<file path="src/rtl/if_fetch.sv">
// Instruction-fetch stage: owns the PC, reads the instruction memory combinationally and
// hands {pc, instr} pairs to decode through a two-entry FIFO whose head is registered.
module if_fetch #(
    parameter int                  PC_WIDTH = 32,
    parameter int                  DATA_W   = 32,
    parameter logic [PC_WIDTH-1:0] RESET_PC = '0
) (
    input  logic                clk,
    input  logic                n_rst,
    output logic [PC_WIDTH-1:0] imem_addr,
    input  logic [DATA_W-1:0]   imem_data,
    input  logic                redirect_valid,
    input  logic [PC_WIDTH-1:0] redirect_pc,
    output logic                out_valid,
    input  logic                out_ready,
    output logic [DATA_W-1:0]   out_instr,
    output logic [PC_WIDTH-1:0] out_pc,
    output logic [1:0]          buf_count
);

    logic [PC_WIDTH-1:0] pc;
    logic                head_valid;
    logic [PC_WIDTH-1:0] head_pc;
    logic [DATA_W-1:0]   head_instr;
    logic                tail_valid;
    logic [PC_WIDTH-1:0] tail_pc;
    logic [DATA_W-1:0]   tail_instr;

    logic pop;
    logic fetch;
    logic fill_head;
    logic fill_tail;

    assign imem_addr = pc;
    assign out_valid = head_valid;
    assign out_pc    = head_pc;
    assign out_instr = head_instr;
    assign buf_count = {1'b0, head_valid} + {1'b0, tail_valid};

    // The tail is only ever occupied while the head is, so a free tail means count < 2.
    assign pop   = head_valid & out_ready;
    assign fetch = ~redirect_valid & (~tail_valid | pop);

    // Head slot is refilled whenever it is empty or drained this edge; the new word goes
    // to the tail only when the head will still (or again) hold an older entry.
    assign fill_head = ~head_valid | pop;
    assign fill_tail = fetch & ((head_valid & ~pop) | tail_valid);

    always_ff @(posedge clk or posedge n_rst) begin
        if (n_rst) begin
            pc         <= RESET_PC;
            head_valid <= 1'b0;
            head_pc    <= '0;
            head_instr <= '0;
            tail_valid <= 1'b0;
            tail_pc    <= '0;
            tail_instr <= '0;
        end else if (redirect_valid) begin
            pc         <= {redirect_pc[PC_WIDTH-1:2], 2'b00};
            head_valid <= 1'b0;
            tail_valid <= 1'b0;
        end else begin
            if (fetch) begin
                pc <= pc + PC_WIDTH'(4);
            end

            if (fill_head) begin
                if (tail_valid) begin
                    head_valid <= 1'b1;
                    head_pc    <= tail_pc;
                    head_instr <= tail_instr;
                end else if (fetch) begin
                    head_valid <= 1'b1;
                    head_pc    <= pc;
                    head_instr <= imem_data;
                end else begin
                    head_valid <= 1'b0;
                end
            end

            if (fill_tail) begin
                tail_valid <= 1'b1;
                tail_pc    <= pc;
                tail_instr <= imem_data;
            end else if (pop) begin
                tail_valid <= 1'b0;
            end
        end
    end

endmodule

</file>
<file path="config.mk">
export PLATFORM = sky130hd
export DESIGN_NAME = if_fetch
export DESIGN_NICKNAME = d
export VERILOG_FILES = /design/src/rtl/if_fetch.sv
export SDC_FILE = /design/constraint.sdc
export NUM_CORES = 1
export LEC_CHECK = 0
export ABC_AREA = 0
export CORE_UTILIZATION = 25
export CTS_CLUSTER_DIAMETER = 150
export CTS_CLUSTER_SIZE = 16
export DETAILED_ROUTE_END_ITERATION = 16
export HOLD_SLACK_MARGIN = 0.1
export PLACE_DENSITY = 0.53
export SETUP_SLACK_MARGIN = 0.2
export SYNTH_ARGS = -nofsm -noshare
export SYNTH_HDL_FRONTEND = slang
export SYNTH_SLANG_ARGS = --single-unit
export TNS_END_PERCENT = 100
</file>
<file path="constraint.sdc">
create_clock -name clk -period 8.2 [get_ports clk]
set_input_delay 1.64 -clock clk [delete_from_list [all_inputs] [get_ports clk]]
set_output_delay 1.64 -clock clk [all_outputs]
set_load 0.01 [all_outputs]
</file>
Yosys cells after proc, flatten, opt, wreduce, memory -nomap -nowiden
Cells that the tools add are included.

cells by class
  multiplexer cells = 13
  reductions and logical operators = 6
  bitwise logic cells = 11
  add/subtract/negate cells = 2

operator list
  operator               number
  $mux 32                6
  $add 32x3->32 const B  1
  $mux 1                 7
  $reduce_bool 2->1      3
  $and 1x1->1            4
  $not 1->1              4
  $or 1x1->1             3
  $reduce_and 3->1       1
  $reduce_bool 3->1      1
  $add 1x1->2            1
  $reduce_and 2->1       1

storage, ports and cells
  flip-flop bits (word level) = 162
  output and inout port bits = 99
  word-level logic and storage cells = 39
  input port bits = 68

Longest topological paths before layout
Gate-level depths: netlist (run 1).

  depth in word-level cells = 7
  gate-level depth with buffers = 6
  mapped depth without buffers = 5

Least setup slack after synthesis (run 1)
No wires, ideal clock.

  path type = in2reg
  from = input port out_ready
  to = register pc[21] (netlist: imem_addr[21])
  path slack = 5137 ps
  arrival = 2911 ps
  library setup time = 152 ps
  buffers on the path = 1
  stages = 5
  required time = 8048 ps
  path through = a21boi_2 > or4_4 > buf_2 > o311ai_0 > o311ai_0

on the way
  cells in the longest elaborated chain, start to end = 4

RTL lines
  element                             line  source
  start: declaration                  15    input logic out_ready,
  $and 1x1->1                         41    assign pop = head_valid & out_ready;
  $or 1x1->1                          42    assign fetch = ~redirect_valid & (~tail_valid | pop);
  $and 1x1->1                         42
  $reduce_bool 2->1 (no source line)  n/a
  end signal: assignment              59    pc <= {redirect_pc[PC_WIDTH-1:2], 2'b00};
  end signal: assignment              64    pc <= pc + PC_WIDTH'(4);
  end: declaration                    21    logic [PC_WIDTH-1:0] pc;

Every way passes these cells.
A chain may end at the register's enable or synchronous reset.

Final worst setup path (run 1)
  from = input port redirect_valid
  to = register tail_instr[23]

on the way
  cells in the longest elaborated chain, start to end = 4

RTL lines
  element                                line  source
  start: declaration                     12    input logic redirect_valid,
  $not 1->1 (no source line) (*)         n/a
  $and 1x1->1                            42
  $and 1x1->1                            47    assign fill_tail = fetch & ((head_valid & ~pop) | tail_valid);
  $reduce_and 2->1 (no source line) (*)  n/a
  end signal: assignment                 84    tail_instr <= imem_data;
  end: declaration                       27    logic [DATA_W-1:0] tail_instr;

Mark *: on every way between the ends. The rest lies on a longest branch, timed or not.

==> results.md, run 1 <==
- Status: finished clean
- Worst-path clk slew: 0.06 ns
- CTS buffer count: 17
- Sum Neg Setup Slack: 0 ns
- Routed wire length: 18700 µm
- Clock skew: 0.00959 ns
- Post-CTS setup buffers: 0
- Final Critical Period: 3.97 ns
- Fraction of layout cells with a size suffix above 1: 0.145
- Via Count: 5185
- Worst-Skew Late Latency: 0.42 ns
- PnR worst setup slack: 4.23 ns
- Number of global-route vias before repair: 5116
- Fill cells: 2813
- Max_cap viols: 0
- Worst-margin pin slew: 1.02 ns
- Post-Route M1 WL: 8890 µm
- CP max FO: 62
- Crit end category: flop
- Max Freq: 252 MHz
- Num rows: 61
- Pre-CTS WS: 3.71 ns
- Worst EP arrival: 4.28 ns
- CTS Root Cell: clkbuf_16
- Worst reg2reg startpoint: tail_valid
- Die Span X: 170 µm
- I/O Pins: 167
- Sink Count: 156
- Diodes inserted: 0
- Most frequent cells in the layout: clkdlybuf4s50_1, dfrtp_1, nor2_1, a21oi_1, mux2i_1
- Post-synth ARST share: 1.00
- Simple-gate area share of the yosys netlist: 0.126
- Synth cell types: 51
- DR pass1 iterations: 4
- Worst EP required: 8.50 ns
- # nets final: 841
- Wirelength per Cell: 16.1 µm
- Die Span Y: 170 µm
- Final Core Density: 0.347
- Compound-cell area share of the yosys netlist: 0.0904
- Cts hold-fix bufs: 0
- Flops & latches, synth: 156
- Total congestion overflow: 0
- Unrepaired setup endpoints after global routing: no
- Register Area: 3910 µm²
- Mux share of post-synthesis cell area: 0.187
- Total GRT Usage: 0.133
- Syn-to-layout area delta: 36.3%
- H-tree depth: 4
- First-pass GRT wire length: 29400 µm
- Post-synthesis xor/xnor area fraction: 0.0111
- Clock tree buffer depth: 2
- Initial antenna violation count: 1
- Initial Util: 0.254
- CP Class: primary input to flop
- Fin area: 9660 µm²
- PwrDens: 241 nW/µm²
- Hold path startpoint: tail_instr[27]
- DRT iter0 DRCs: 274
- Flop2flop setup slack: 5.05 ns
- WL met3: 1310 µm
- Die footprint: 29000 µm²
- Syn Std Cell Area: 7090 µm²
- Post-Synth Adder-Cell Area: 0.00353
- Post-DP HPWL: 12000 µm
- Pleak: 3.76 nW
- Dpl cell area: 9040 µm²
- Area of the core: 27900 µm²
- Routability Congestion: 0.696
- Synth Warn #: 0
- Dominant synthesized flop cell: dfrtp_1
- CTS resizes: 0
- Synthesized instance count: 629
- Critical path origin: redirect_valid
- Sequential share of the synthesized area: 0.551
- Residual DRC count: 0
- Final period utilization: 0.485
- Vias per inst: 4.46
- Largest net degree at the start of global routing: 93
- Multi-input logic area: 2990 µm²
- Leading cell type in the layout, fill and taps excluded: clkdlybuf4s50_1
- Fin. max-slew vios: 0
- Fin. Hold Viols: 0
- Worst rel slew slack: 0.321
- Met2 routed WL: 8390 µm
- Largest family of logic cells by synthesized area: multiplexers
- Number of synthesized flops with an enable pin: 0
- Post-route ant nets: 0
- Peak VDD IR: 0.000115 V
- Top Metal Used: met5
- Type of origin of the critical path: primary input
- CTS tree: done
- # setup viols final: 0
- Number of port buffers: 160
- Synth Area per Inst: 11.3 µm²
- Min-delay worst type: flop to flop
-- cell usage after synthesis (4+ instances only) --
| cell type | count | share of area |
|---|---|---|
| xnor2_1 | 5 | 0.0062 |
| dfrtp_1 | 156 | 0.55 |
| nor4_1 | 4 | 0.0035 |
| buf_4 | 5 | 0.0053 |
| o211ai_1 | 5 | 0.0053 |
| clkbuf_1 | 29 | 0.015 |
| o21ai_0 | 11 | 0.0078 |
| inv_1 | 5 | 0.0026 |
| nand4_1 | 12 | 0.011 |
| nand2_1 | 30 | 0.016 |
| nand3_1 | 13 | 0.0092 |
| a21oi_1 | 64 | 0.045 |
| o31ai_1 | 5 | 0.0053 |
| a31oi_1 | 9 | 0.0079 |
| nor2_1 | 80 | 0.042 |
| or4_1 | 12 | 0.013 |
| xor2_1 | 4 | 0.0049 |
| mux2_2 | 62 | 0.098 |
| mux2i_1 | 63 | 0.089 |
| buf_1 | 9 | 0.0048 |
-- power by group --
part | total, mW | leakage (nW) | internal [mW] | switching (mW)
clock | 0.849 | 0.297 | 0.496 | 0.353
sequential | 1.02 | 1.80 | 0.916 | 0.102
combinational | 0.461 | 1.67 | 0.269 | 0.192
-- path summary, 6_finish.rpt --
path / end / cells past startpoint
setup / recovery: tail_instr[23] / 5
hold reg to reg: tail_instr[27] / 1
min in group asynchronous: tail_instr[15] / 2
max in group asynchronous: tail_valid / 3
hold / removal: tail_instr[27] / 1
setup reg to reg: tail_instr[23] / 4
-- worst max-delay path, cell delays in order --
cell and delay (ns):
buf_2 0.09, buf_4 0.26, inv_1 0.76, and3_4 1.05, mux2_2 0.42
-- cell families after synthesis --
group,Yosys count
and+or+nand+nor,176
DFF,156
muxes,125
AOI/OAI and AO/OA,109
buffers and inverters,51
xor gates and xnor gates,9
adders and majority gates,2
other,1
-- sequential cells by signal, indices dropped and copies added (netlist names) --
name	flops
imem_addr	30
out_instr	32
out_pc	30
out_valid	1
tail_instr	32
tail_pc	30
tail_valid	1
-- metrics by stage --
stage,cells,power [mW],hold slack (ns)
3_5_place_dp,1130,1.50,0.496
4_1_cts,1162,2.37,0.510
2_1_floorplan,632,1.27,0.480
5_1_grt,1162,2.46,0.516
3_3_place_gp,1130,1.49,0.489
6_report,1162,2.33,0.504
-- layout make-up --
class | count | share of cell area
multi-input cells | 425 | 0.310
flip-flops and latches | 156 | 0.404
clock buffers | 18 | 0.0455
clock inverters | 14 | 0.0188
well taps | 378 | 0.0490
repair buffers | 166 | 0.170
inverters | 5 | 0.00246
-- per-layer routing --
metal  global-route usage  vias to the layer above
li1                     -                     2541
met1                0.181                     2503
met2                0.202                      129
met3               0.0440                       10
met4               0.0329                        2
met5                    0                        -
(Power assumes the default switching activity.)
==> run 2: changes to the inputs <==
--- a/config.mk
+++ b/config.mk
@@ -11,7 +11,7 @@
 export CTS_CLUSTER_SIZE = 16
 export DETAILED_ROUTE_END_ITERATION = 16
 export HOLD_SLACK_MARGIN = 0.1
-export PLACE_DENSITY = 0.53
+export PLACE_DENSITY = 0.54
 export SETUP_SLACK_MARGIN = 0.2
 export SYNTH_ARGS = -nofsm -noshare
 export SYNTH_HDL_FRONTEND = slang
==> constraint.sdc (replaced) <==
create_clock -name clk -period 3.31 [get_ports clk]
set_input_delay 0.662 -clock clk [delete_from_list [all_inputs] [get_ports clk]]
set_output_delay 0.662 -clock clk [all_outputs]
set_load 0.01 [all_outputs]
==> run 2 against run 1 <==
Largest power group unchanged. Sequential power rose by 150%. Utilization rose by 0.11 points. Clock skew fell by 0.0012 ns. Count of clock-buffer cells in the layout rose by 4. First-iteration DRC count fell by 18%. Critical path type is now flop to primary output. Cell count rose by 0.60%. Clock power rose by 120%. Worst setup slack got worse by 3.4 ns. Combinational power rose to 2.5 times the previous value. Via count rose by 2.6%.
==> results.md, run 2 (synthesized netlist as in run 1, its figures left out) <==
- I/O Pins: 167
- Worst EP arrival: 1.84 ns
- # nets final: 848
- Number of port buffers: 160
- Total GRT Usage: 0.134
- DR pass1 iterations: 6
- Register-to-Register Path Depth: 4
- GRT met1 Usage: 0.173
- Overall Power: 5.56 mW
- CTS Root Cell: clkbuf_16
- Worst-path clk slew: 0.06 ns
- Wirelength per Cell: 16.0 µm
- Post-DP HPWL: 12100 µm
- Diodes inserted: 0
- CTS resizes: 0
- Hold path startpoint: tail_instr[20]
- Number of global-route vias before repair: 5235
- Hold path cells: 1
- Fin. max-slew vios: 0
- Fraction of layout cells with a size suffix above 1: 0.148
- Worst-Skew Late Latency: 0.42 ns
- Clock tree buffer depth: 2
- Dpl cell area: 9130 µm²
- Leading cell type in the layout, fill and taps excluded: clkdlybuf4s50_1
- Worst-margin pin slew: 1.09 ns
- Via Count: 5320
- Final period utilization: 0.755
- Die Span X: 170 µm
- DRT iter0 DRCs: 224
- CP Cell Sequence: ha_1, clkdlybuf4s50_1
- PwrDens: 574 nW/µm²
- Residual DRC count: 0
- Initial antenna violation count: 0
- CP max-delay cell: dfrtp_4
- CTS buffer count: 17
- Min-delay worst type: flop to flop
- Initial Util: 0.254
- Status: finished clean
- Worst path buffer plus inverter count: 1
- Worst EP required: 2.65 ns
- Crit end category: primary output
- Worst Hold End: tail_instr[20]
- Fin. Hold Viols: 0
- Type of origin of the critical path: flop
- Die Span Y: 170 µm
- Met3 usage: 0.0463
- Most frequent cells in the layout: clkdlybuf4s50_1, dfrtp_1, nor2_1, a21oi_1, mux2i_1
- Clock skew: 0.00837 ns
- Syn-to-layout area delta: 36.7%
- Flop2flop setup slack: 0.98 ns
- Cts hold-fix bufs: 0
- Post-route ant nets: 0
- Post-CTS setup buffers: 0
- Unrepaired setup endpoints after global routing: no
- Largest net degree at the start of global routing: 84
- Vias per inst: 4.55
- CP Class: flop to primary output
- Final Critical Period: 2.50 ns
- Max_cap viols: 0
- CP max FO: 12
- Final Core Density: 0.348
- Area of the core: 27900 µm²
- Slowest stage delay, CP: 0.58 ns
- Crit path max-delay family: flip-flops
- H-tree depth: 4
- M2 GR Usage: 0.211
- Critical R2R Capture: imem_addr[19]
- Total congestion overflow: 0
- Peak VDD IR: 0.000240 V
- First-pass GRT wire length: 29900 µm
- Routability Congestion: 0.719
- # setup viols final: 0
- Sink Count: 156
- GRT Max-Usage Layer: met2
- Sum Neg Setup Slack: 0 ns
- Pleak: 3.77 nW
- Max Freq: 400 MHz
- Routed wire length: 18700 µm
- Worst rel slew slack: 0.275
- Num rows: 61
- Die footprint: 29000 µm²
- Fin area: 9690 µm²
- Worst reg2reg startpoint: tail_valid
- CTS tree: done
run 2: cell type report:
cell class                 count  area (µm²)
fill                        2834       18200
sequential                   156        3910
multi-input combinational    425        2990
timing repair buffer         173        1740
tap                          378         473
clock buffer                  22         464
clock inverter                10        92.6
inverter                       5        22.5
run 2: how the worst max path moves through the flow:
stage                          endpoint  startpoint  depth (start not counted)  slack (ns)
after floorplan           imem_addr[10]       n_rst                          1        0.68
after global placement    imem_addr[17]   out_ready                          5        0.45
after detailed placement  imem_addr[19]   out_ready                          5        0.41
after CTS                  buf_count[0]  tail_valid                          2        0.78
after global routing       buf_count[0]  tail_valid                          2        0.75
final                      buf_count[0]  tail_valid                          2        0.81
run 2: layer usage:
layer  share of wire  wire length (µm)
met1            0.46              8570
met2            0.47              8720
met3           0.069              1290
met4          0.0070               131
met5               0                 0
run 2: power by group:
group	total, mW	switching, mW	leakage (nW)	internal [mW]
sequential	2.52	0.249	1.80	2.27
combinational	1.16	0.484	1.71	0.677
clock	1.88	0.807	0.262	1.07
run 2: through the flow:
step	hold WS, ns	std cells	setup WS [ns]
floorplan	0.480	632	0.675
global placement	0.489	1137	0.448
detailed placement	0.495	1137	0.408
CTS	0.509	1169	0.778
global route	0.515	1169	0.750
finish	0.505	1169	0.811
run 2: worst reg2reg max path: cells and delay by family (launching register included):
family,cells,cell delay [ns]
compound gates,2,0.43
simple gates,2,1.24
flops,1,0.58
